[config.mk]
export PLATFORM = sky130hd
export DESIGN_NAME = instr_packer_flat
export DESIGN_NICKNAME = d
export VERILOG_FILES = /design/src/rtl/instr_packer_if.sv /design/src/rtl/instr_packer.sv /design/src/flat_wrapper.sv
export SDC_FILE = /design/constraint.sdc
export NUM_CORES = 1
export LEC_CHECK = 0
export ABC_AREA = 1
export BUFFER_PORTS_ARGS = -buffer_cell sky130_fd_sc_hd__buf_2
export CELL_PAD_IN_SITES_DETAIL_PLACEMENT = 1
export CELL_PAD_IN_SITES_GLOBAL_PLACEMENT = 1
export CORE_MARGIN = 8
export CORE_UTILIZATION = 40
export CTS_CLUSTER_DIAMETER = 50
export DETAILED_ROUTE_END_ITERATION = 6
export PLACE_DENSITY_LB_ADDON = 0.2
export RECOVER_POWER = 50
export REMOVE_ABC_BUFFERS = 1
export SYNTH_ARGS = -nofsm -noshare
export SYNTH_HDL_FRONTEND = slang
export SYNTH_SLANG_ARGS = --single-unit
[constraint.sdc]
create_clock -name clk -period 2.3 [get_ports clk]
set_clock_uncertainty 0.1 [all_clocks]
set_input_delay 0.115 -clock clk [delete_from_list [all_inputs] [get_ports clk]]
set_output_delay 0.115 -clock clk [all_outputs]
set_load 0.05 [all_outputs]
[src/rtl/instr_packer_if.sv]
// Instruction handshake and memory write port of the instruction packer.
// The slave modport is the packer's view; master is the producer/memory side.
interface instr_packer_if;
    localparam int unsigned OP_W   = 4;
    localparam int unsigned ADDR_W = 12;
    localparam int unsigned WORD_W = 16;

    logic              in_valid;
    logic              in_ready;
    logic [OP_W-1:0]   in_opcode;
    logic [ADDR_W-1:0] in_address;
    logic              in_last;
    logic              mem_we;
    logic [ADDR_W-1:0] mem_addr;
    logic [WORD_W-1:0] mem_wdata;
    logic              mem_ack;

    modport master (
        output in_valid, in_opcode, in_address, in_last, mem_ack,
        input  in_ready, mem_we, mem_addr, mem_wdata
    );

    modport slave (
        input  in_valid, in_opcode, in_address, in_last, mem_ack,
        output in_ready, mem_we, mem_addr, mem_wdata
    );
endinterface

[src/rtl/instr_packer.sv]
// Buffers opcode/address pairs in a small FIFO and writes them as packed
// 16-bit instruction words to consecutive memory addresses.
module instr_packer #(
    parameter int unsigned DEPTH      = 4,
    parameter logic [11:0] START_ADDR = 12'h000
) (
    input  logic          clk,
    input  logic          rst_n,
    input  logic          clear,
    instr_packer_if.slave bus,
    output logic          busy,
    output logic          done,
    output logic          wrapped
);
    localparam int unsigned PTR_W = (DEPTH > 1) ? $clog2(DEPTH) : 1;
    localparam int unsigned CNT_W = PTR_W + 1;

    typedef struct packed {
        logic        last;
        logic [3:0]  opcode;
        logic [11:0] address;
    } entry_t;

    typedef enum logic [1:0] {IDLE, WRITE, DONE} state_t;

    state_t           state, state_nx;
    entry_t           fifo [DEPTH];
    entry_t           in_entry;
    logic [PTR_W-1:0] wr_ptr, rd_ptr, rd_ptr_nx;
    logic [CNT_W-1:0] count, count_nx, remain;
    logic             last_acc, last_acc_nx, ready_nx;
    logic             push, pop;
    logic [15:0]      head_word_nx;

    assign in_entry = '{last: bus.in_last, opcode: bus.in_opcode, address: bus.in_address};
    assign push     = bus.in_valid && bus.in_ready;
    assign pop      = (state == WRITE) && bus.mem_ack;

    // Next-cycle view of FIFO, FSM and handshake so outputs can be registered
    always_comb begin
        rd_ptr_nx    = rd_ptr + PTR_W'(pop);
        remain       = count - CNT_W'(pop);
        count_nx     = remain + CNT_W'(push);
        state_nx     = state;
        last_acc_nx  = last_acc || (push && bus.in_last);
        head_word_nx = {fifo[rd_ptr_nx].opcode, fifo[rd_ptr_nx].address};
        if (remain == '0) begin
            head_word_nx = {bus.in_opcode, bus.in_address};
        end
        case (state)
            IDLE:    if (count_nx != '0) state_nx = WRITE;
            WRITE: begin
                if (pop) begin
                    if (fifo[rd_ptr].last)   state_nx = DONE;
                    else if (count_nx != '0) state_nx = WRITE;
                    else                     state_nx = IDLE;
                end
            end
            DONE:    state_nx = DONE;
            default: state_nx = IDLE;
        endcase
        if (clear) begin
            state_nx    = IDLE;
            count_nx    = '0;
            last_acc_nx = 1'b0;
        end
        ready_nx = (count_nx != CNT_W'(DEPTH)) && (state_nx != DONE) && !last_acc_nx;
    end

    // FIFO payload storage; no reset needed since count gates every read
    always_ff @(posedge clk) begin
        if (push && !clear) begin
            fifo[wr_ptr] <= in_entry;
        end
    end

    always_ff @(posedge clk or negedge rst_n) begin
        if (!rst_n) begin
            state         <= IDLE;
            count         <= '0;
            wr_ptr        <= '0;
            rd_ptr        <= '0;
            last_acc      <= 1'b0;
            bus.in_ready  <= 1'b0;
            bus.mem_we    <= 1'b0;
            bus.mem_addr  <= START_ADDR;
            bus.mem_wdata <= 16'h0000;
            busy          <= 1'b0;
            done          <= 1'b0;
            wrapped       <= 1'b0;
        end else begin
            state        <= state_nx;
            count        <= count_nx;
            last_acc     <= last_acc_nx;
            bus.in_ready <= ready_nx;
            bus.mem_we   <= (state_nx == WRITE);
            busy         <= (count_nx != '0) || (state_nx == WRITE);
            done         <= (state_nx == DONE);
            if (state_nx == WRITE) begin
                bus.mem_wdata <= head_word_nx;
            end
            if (clear) begin
                wr_ptr       <= '0;
                rd_ptr       <= '0;
                bus.mem_addr <= START_ADDR;
                wrapped      <= 1'b0;
            end else begin
                if (push) wr_ptr <= wr_ptr + PTR_W'(1);
                if (pop) begin
                    rd_ptr       <= rd_ptr_nx;
                    bus.mem_addr <= bus.mem_addr + 12'd1;
                    if (bus.mem_addr == 12'hFFF) wrapped <= 1'b1;
                end
            end
        end
    end
endmodule
[src/flat_wrapper.sv]
// flat-port wrapper written by rule: the top's interface ports become plain ports
module instr_packer_flat 
#(
    parameter int unsigned DEPTH      = 4,
    parameter logic [11:0] START_ADDR = 12'h000
)
  (clk, rst_n, clear, busy, done, wrapped, bus_in_valid, bus_in_opcode, bus_in_address, bus_in_last, bus_mem_ack, bus_in_ready, bus_mem_we, bus_mem_addr, bus_mem_wdata);
  instr_packer_if bus_i ();
  input  logic clk;
  input  logic rst_n;
  input  logic clear;
  output logic busy;
  output logic done;
  output logic wrapped;
  input wire logic [$bits(bus_i.in_valid)-1:0] bus_in_valid;
  input wire logic [$bits(bus_i.in_opcode)-1:0] bus_in_opcode;
  input wire logic [$bits(bus_i.in_address)-1:0] bus_in_address;
  input wire logic [$bits(bus_i.in_last)-1:0] bus_in_last;
  input wire logic [$bits(bus_i.mem_ack)-1:0] bus_mem_ack;
  output wire logic [$bits(bus_i.in_ready)-1:0] bus_in_ready;
  output wire logic [$bits(bus_i.mem_we)-1:0] bus_mem_we;
  output wire logic [$bits(bus_i.mem_addr)-1:0] bus_mem_addr;
  output wire logic [$bits(bus_i.mem_wdata)-1:0] bus_mem_wdata;
  assign bus_i.in_valid = bus_in_valid;
  assign bus_i.in_opcode = bus_in_opcode;
  assign bus_i.in_address = bus_in_address;
  assign bus_i.in_last = bus_in_last;
  assign bus_i.mem_ack = bus_mem_ack;
  assign bus_in_ready = bus_i.in_ready;
  assign bus_mem_we = bus_i.mem_we;
  assign bus_mem_addr = bus_i.mem_addr;
  assign bus_mem_wdata = bus_i.mem_wdata;
  instr_packer #(.DEPTH(DEPTH), .START_ADDR(START_ADDR)) u_core (.clk(clk), .rst_n(rst_n), .clear(clear), .bus(bus_i), .busy(busy), .done(done), .wrapped(wrapped));
endmodule
# Word level (Yosys, flattened, before mapping)

Memories as Yosys holds them, arrays and structs flattened.
Index checks and enable logic that the tools add are counted.

Bits in registers: 43
RAM bits: 68
Input port bits: 22
Output and inout port bits: 33
Word-level logic and storage cells: 63
Memories kept: 1

Memories:

| name        | words | width | read ports | clocked after Yosys merged registers in | write ports | RTL line           | source |
|---|---|---|---|---|---|---|---|
| u_core.fifo | 4     | 17    | 2          | 0                                       | 1           | instr_packer.sv:27 | `entry_t fifo [DEPTH];` |

$add $sub $neg: 5
Equality and inequality tests: 7
Muxes and demuxes: 20
Reduce and logical (&&, ||, !) cells: 18

Operators by type and width:

| cell                  | count |
|---|---|
| $mux 12               | 2 |
| $mux 16               | 1 |
| $mux 2                | 8 |
| $add 12x1->12 const B | 1 |
| $eq 12x12->1 const B  | 1 |
| $mux 1                | 7 |
| $logic_and 1x1->1     | 6 |
| $pmux 2 s3            | 1 |
| $reduce_bool 2->1     | 3 |
| $reduce_bool 3->1     | 2 |
| $eq 2x1->1 const B    | 2 |
| $eq 2x2->1 const B    | 2 |
| $add 3x1->3           | 1 |
| $logic_not 3->1       | 1 |
| $mux 3                | 1 |
| $ne 3x3->1 const B    | 1 |
| $sub 3x1->3           | 1 |
| $add 2x1->2           | 1 |
| $add 2x1->2 const B   | 1 |
| $logic_not 1->1       | 2 |
| $logic_not 2->1       | 1 |
| $logic_or 1x1->1      | 2 |
| $ne 2x2->1 const B    | 1 |
| $reduce_and 2->1      | 1 |

# Logic depth before layout (Yosys ltp)

Depth in word-level cells: 13
Depth in mapped cells: 17
Mapped depth without buffers: 15

# Least setup slack after synthesis

OpenSTA, ideal clock, no wires.

Path kind: register -> register
From: register u_core.state[1]
To: register u_core.busy
Library setup time: 0.126 ns
Arrival: 2.081 ns
Required time: 2.074 ns
Setup slack: -0.007 ns
Stages on the path, launching flop included: 15
Path buffers: 2
Clock period less this slack: 2.307 ns
Path through: dfrtp_1 inv_1 nand4_1 nand2_4 buf_4 inv_1 ha_1 ha_1 nor2_1 nand3_1 nand2_1 nand2_2 nand2_4 buf_4 nand3_1

Word-level cells in the longest chain between the ends: 12
Elaborated cells between the ends (all ways): 17
Those cells by class: 2 x add/sub; 3 x eq/ne; 7 x mux; 5 x reduce/logical

RTL lines:

| element                  | RTL line                               | source |
|---|---|---|
| start: declaration       | instr_packer.sv:26                     | `state_t state, state_nx;` |
| start signal: assignment | instr_packer.sv:92                     | `state <= state_nx;` |
| $eq 2x1->1               | instr_packer.sv:37, instr_packer.sv:50 |  |
| $logic_and 1x1->1        | instr_packer.sv:37                     | `assign pop = (state == WRITE) && bus.mem_ack;` |
| $sub 3x1->3              | instr_packer.sv:42                     | `remain = count - CNT_W'(pop);` |
| $add 3x1->3              | instr_packer.sv:43                     | `count_nx = remain + CNT_W'(push);` |
| $reduce_bool 3->1        | instr_packer.sv:51, instr_packer.sv:55 |  |
| $mux 1                   | instr_packer.sv:55                     | `else if (count_nx != '0) state_nx = WRITE;` |
| $mux 2                   | instr_packer.sv:54                     | `if (fifo[rd_ptr].last) state_nx = DONE;` |
| $mux 2                   | instr_packer.sv:53                     | `if (pop) begin` |
| $pmux 2 s3               | instr_packer.sv:50                     | `case (state)` |
| $mux 2                   | instr_packer.sv:62                     | `if (clear) begin` |
| $eq 2x1->1               | instr_packer.sv:97                     | `busy <= (count_nx != '0) \|\| (state_nx == WRITE);` |
| $logic_or 1x1->1 (*)     | instr_packer.sv:97                     |  |
| end signal: assignment   | instr_packer.sv:97                     |  |
| end: declaration         | instr_packer.sv:11                     | `output logic busy,` |

Every way passes the cells marked *; elsewhere a longest branch is shown, timed or not.
A chain may end at the register's enable or synchronous reset.

# Worst setup path after layout

From: register u_core.state[1]
To: register u_core.bus.mem_wdata[12]

Word-level cells in the longest chain between the ends: 11
Elaborated cells between the ends (all ways): 18
Those cells by class: 3 x add/sub; 3 x eq/ne; 7 x mux; 4 x reduce/logical; 1 x memory

RTL lines:

| element                | RTL line                               | source |
|---|---|---|
| $eq 2x1->1             | instr_packer.sv:37, instr_packer.sv:50 |  |
| $logic_and 1x1->1      | instr_packer.sv:37                     |  |
| $sub 3x1->3            | instr_packer.sv:42                     |  |
| $add 3x1->3            | instr_packer.sv:43                     |  |
| $reduce_bool 3->1      | instr_packer.sv:51, instr_packer.sv:55 |  |
| $mux 1                 | instr_packer.sv:55                     |  |
| $mux 2                 | instr_packer.sv:54                     |  |
| $mux 2                 | instr_packer.sv:53                     |  |
| $pmux 2 s3             | instr_packer.sv:50                     |  |
| $mux 2                 | instr_packer.sv:62                     |  |
| $eq 2x1->1             | instr_packer.sv:99                     | `if (state_nx == WRITE) begin` |
| end signal: assignment | instr_packer.sv:100                    | `bus.mem_wdata <= head_word_nx;` |
| end: declaration       | instr_packer_if.sv:25                  | `output in_ready, mem_we, mem_addr, mem_wdata` |

Parallel ways exist; a longest one is shown, timed or not.

==> metrics.cfg <==
[outcome]
outcome = completed

[grt]
grt_overflow = 0
grtUsageMet3_pct = 2.91
grt_use_met2_pct = 31.8
top_usage_layer = met2
grt_util_met1_pct = 21.8
antenna_found_initial = 0
grt_pass1_wl_mm = 23.0
grt_pass1_vias = 4397
grt_usage_pct = 18.2
grt_start_max_net_pins = 28

[timing]
fin_ws_ps = 125
fin_crit_ps = 2170
finalHoldViolCount = 0
worst_pin_slew_ps = 971
fin_crit_sh_pct = 94.5
slew_viol_final = 0
max_freq_mhz = 460
max-slew-margin-rel_pct = 35.2
finalSetupViolCount = 0

[final_layout]
antenna_cells = 0
fin_nets = 676
design_area_mm2 = 0.00611
area_growth_pct = 21.3
n_fill_cell = 1470
drive_gt1_share_pct = 12.0

[pwr]
ir_worst_vdd_v = 0.000435
power_leakage_nw = 2.85
powerDensity_mw_per_mm2 = 1160

[worst_setup_path]
worstSetupPathType = reg2reg
critPathSlowestCell = dfrtp_1
path_buf_inv = 3
worstPathRequired_ps = 2450
crit_chain = inv_2, nand4_1, nand2_4, inv_1, ha_1, ha_1, nor2_1, nand3_1, nand2_1, nand2_4, buf_6, nand3_1, nand2_1
cp_top_family = simple AND/OR/NAND/NOR gates
cp_num_cells = 13
reg2reg_depth = 13
worstPathArrival_ps = 2320
reg2reg_slack_ps = 130
worst_setup_path_end_kind = register
cp-startpoint = u_core.state[1]$_DFF_PN0_
crit_path_max_incr_delay_ps = 410
worstSetupEndpoint = u_core.bus.mem_wdata[12]$_DFFE_PN0P_
critical_path.max_fanout = 11
start_kind = register
r2r-start = u_core.state[1]$_DFF_PN0_
worstReg2RegEnd = u_core.bus.mem_wdata[12]$_DFFE_PN0P_

[synth]
synth.yosys.seq_area_share_pct = 61.9
synth-async-reset-ratio_pct = 38.7
yosys_warnings = 0
synth_top_cell_by_area = edfxtp_1
avgSynthCellArea_um2 = 9.18
syn_inst = 549
synth_top_area_share_pct = 40.5
synthFlopType = edfxtp_1
synthMostInstantiatedCell = nand2_1
ys_seq_elements = 111
synthTopCellsByArea = edfxtp_1 41%, dfrtp_1 21%, nand2_1 19%
synth_commonest_cells = 259 x nand2_1, 68 x edfxtp_1, 50 x nand3_1, 43 x dfrtp_1, 41 x inv_1
synth_area_mm2 = 0.00504
yosysUniqueCellTypes = 24
synth_edf_count = 68

[placement]
place.gp.congestion = 0.773
dp.final_hpwl_mm = 10.0
placed_cell_area_mm2 = 0.00565
io_buffers = 54
pre_cts_slack_ps = 5.42

[route]
ant_nets = 0
drc = 0
post_drt_via_cell_ratio = 4.93
dr.pass1.iters = 5
drt_iter0_drc = 176
dr_total_vias = 4055
post_drt_wl_per_cell_um = 17.2
routed_wl_mm = 14.1

[clock_network]
clk_pin_slew_ps = 70
clkSinkCount = 111
cts_tree = yes
numCtsBuffers = 9
root_buffer = clkbuf_16
clk_path_buf_depth = 2
htreeDepth = 3
clk-insertion-delay-late_ps = 360

[die]
die_height_um = 128
io_pins = 55
dieWidth_um = 128
start_util_pct = 40.4
die-area_mm2 = 0.0164
row_count = 41
core_mm2 = 0.0125

[run]
cap_viol_max_count = 0

[min_path]
worstHoldPathType = in2reg

[worst min path at each step]
stage / cells past startpoint / end / start / slack, ps
finish: 5 / u_core.bus.mem_addr[1]$_DFFE_PN0P_ / bus_mem_ack / 70
global route: 5 / u_core.bus.mem_addr[1]$_DFFE_PN0P_ / bus_mem_ack / 90
CTS: 5 / u_core.bus.mem_addr[1]$_DFFE_PN0P_ / bus_mem_ack / 60
detailed placement: 1 / u_core.count[2]$_DFF_PN0_ / rst_n / -20
global placement: 1 / u_core.count[2]$_DFF_PN0_ / rst_n / -40
floorplan: 0 / u_core.bus.in_ready$_DFF_PN0_ / rst_n / -280
[worst reg2reg max path, delay by kind of cell, from the launching register on]
kind / cells / cell delay (ps)
DFF: 1 / 410
and+or+nand+nor: 8 / 820
adders and majority gates: 2 / 480
buffers and inverters: 3 / 290
[metrics by stage]
stage	hold slack [ps]	setup TNS, ps	total power [mW]	util (%)	std cells
floorplan	-281	-5280	4.52	-	532
global placement	-37.6	0	5.47	45.3	783
detailed placement	-24.4	0	5.59	45.3	783
CTS	55.8	-1.01	7.10	49.0	818
global route	92.1	-17.9	7.55	49.0	822
finish	65.5	0	7.10	49.0	822
[final cells by class]
cell class	instances	area [µm²]	area share [%]
clock inverters	7	46.3	0.757
flip-flops and latches	111	3120	51.0
clock buffers	9	225	3.68
repair buffers	102	662	10.8
inverters	42	158	2.58
multi-input cells	379	1690	27.6
well taps	172	215	3.52
[per-layer routing]
metal	share of wire (%)	vias up
li1	-	1963
met1	43	2001
met2	51	67
met3	2.8	24
met4	2.4	0
met5	0	-
[where the power goes]
| part | switching [mW] | total (mW) | internal (mW) |
|---|---|---|---|
| clock network | 0.739 | 1.48 | 0.738 |
| registers | 0.195 | 2.61 | 2.41 |
| logic | 2.17 | 3.01 | 0.838 |
| total | 3.11 | 7.10 | 3.99 |
[sequential cells by signal, summed over array words and instances (netlist names)]
register,flops
u_core.bus.in_ready,1
u_core.bus.mem_addr,12
u_core.bus.mem_wdata,16
u_core.bus.mem_we,1
u_core.busy,1
u_core.count,3
u_core.done,1
u_core.fifo,68
u_core.last_acc,1
u_core.rd_ptr,2
u_core.state,2
u_core.wr_ptr,2
u_core.wrapped,1
[layout by cell type (no fill, tap or decap), types with 2 or more instances in the layout]
cell type / instances
nand2_1: 258
edfxtp_1: 68
nand3_1: 50
dfrtp_1: 42
inv_1: 39
clkbuf_1: 34
buf_4: 25
nor2_1: 23
buf_2: 20
dlygate4sd3_1: 19
o21ai_0: 10
ha_1: 9
clkbuf_16: 9
nand4_1: 6
nor3_1: 5
a21oi_1: 5
inv_2: 3
nand2_4: 3
clkinv_2: 3
nand2_2: 2
o22ai_1: 2
inv_6: 2
buf_12: 2
[kinds of logic (layout without fill, tap and decap cells)]
family,count (synthesis),after routing,share of synthesized area (%)
flip-flops,111,111,61.9
adder cells (fa/ha/maj),9,9,2.23
buffers and inverters,59,160,4.97
AND/OR/NAND/NOR,352,352,29.0
AO/OA/AOI/OAI,18,18,1.89
[repair_timing]
action	4_1_cts	5_1_grt
endpoints found under the hold margin	87	0
pin swaps	0	1
hold buffers	19	0
setup endpoints to repair	2	19
buffers inserted	0	4
gates resized for setup	0	7
(Power assumes the default switching activity.)
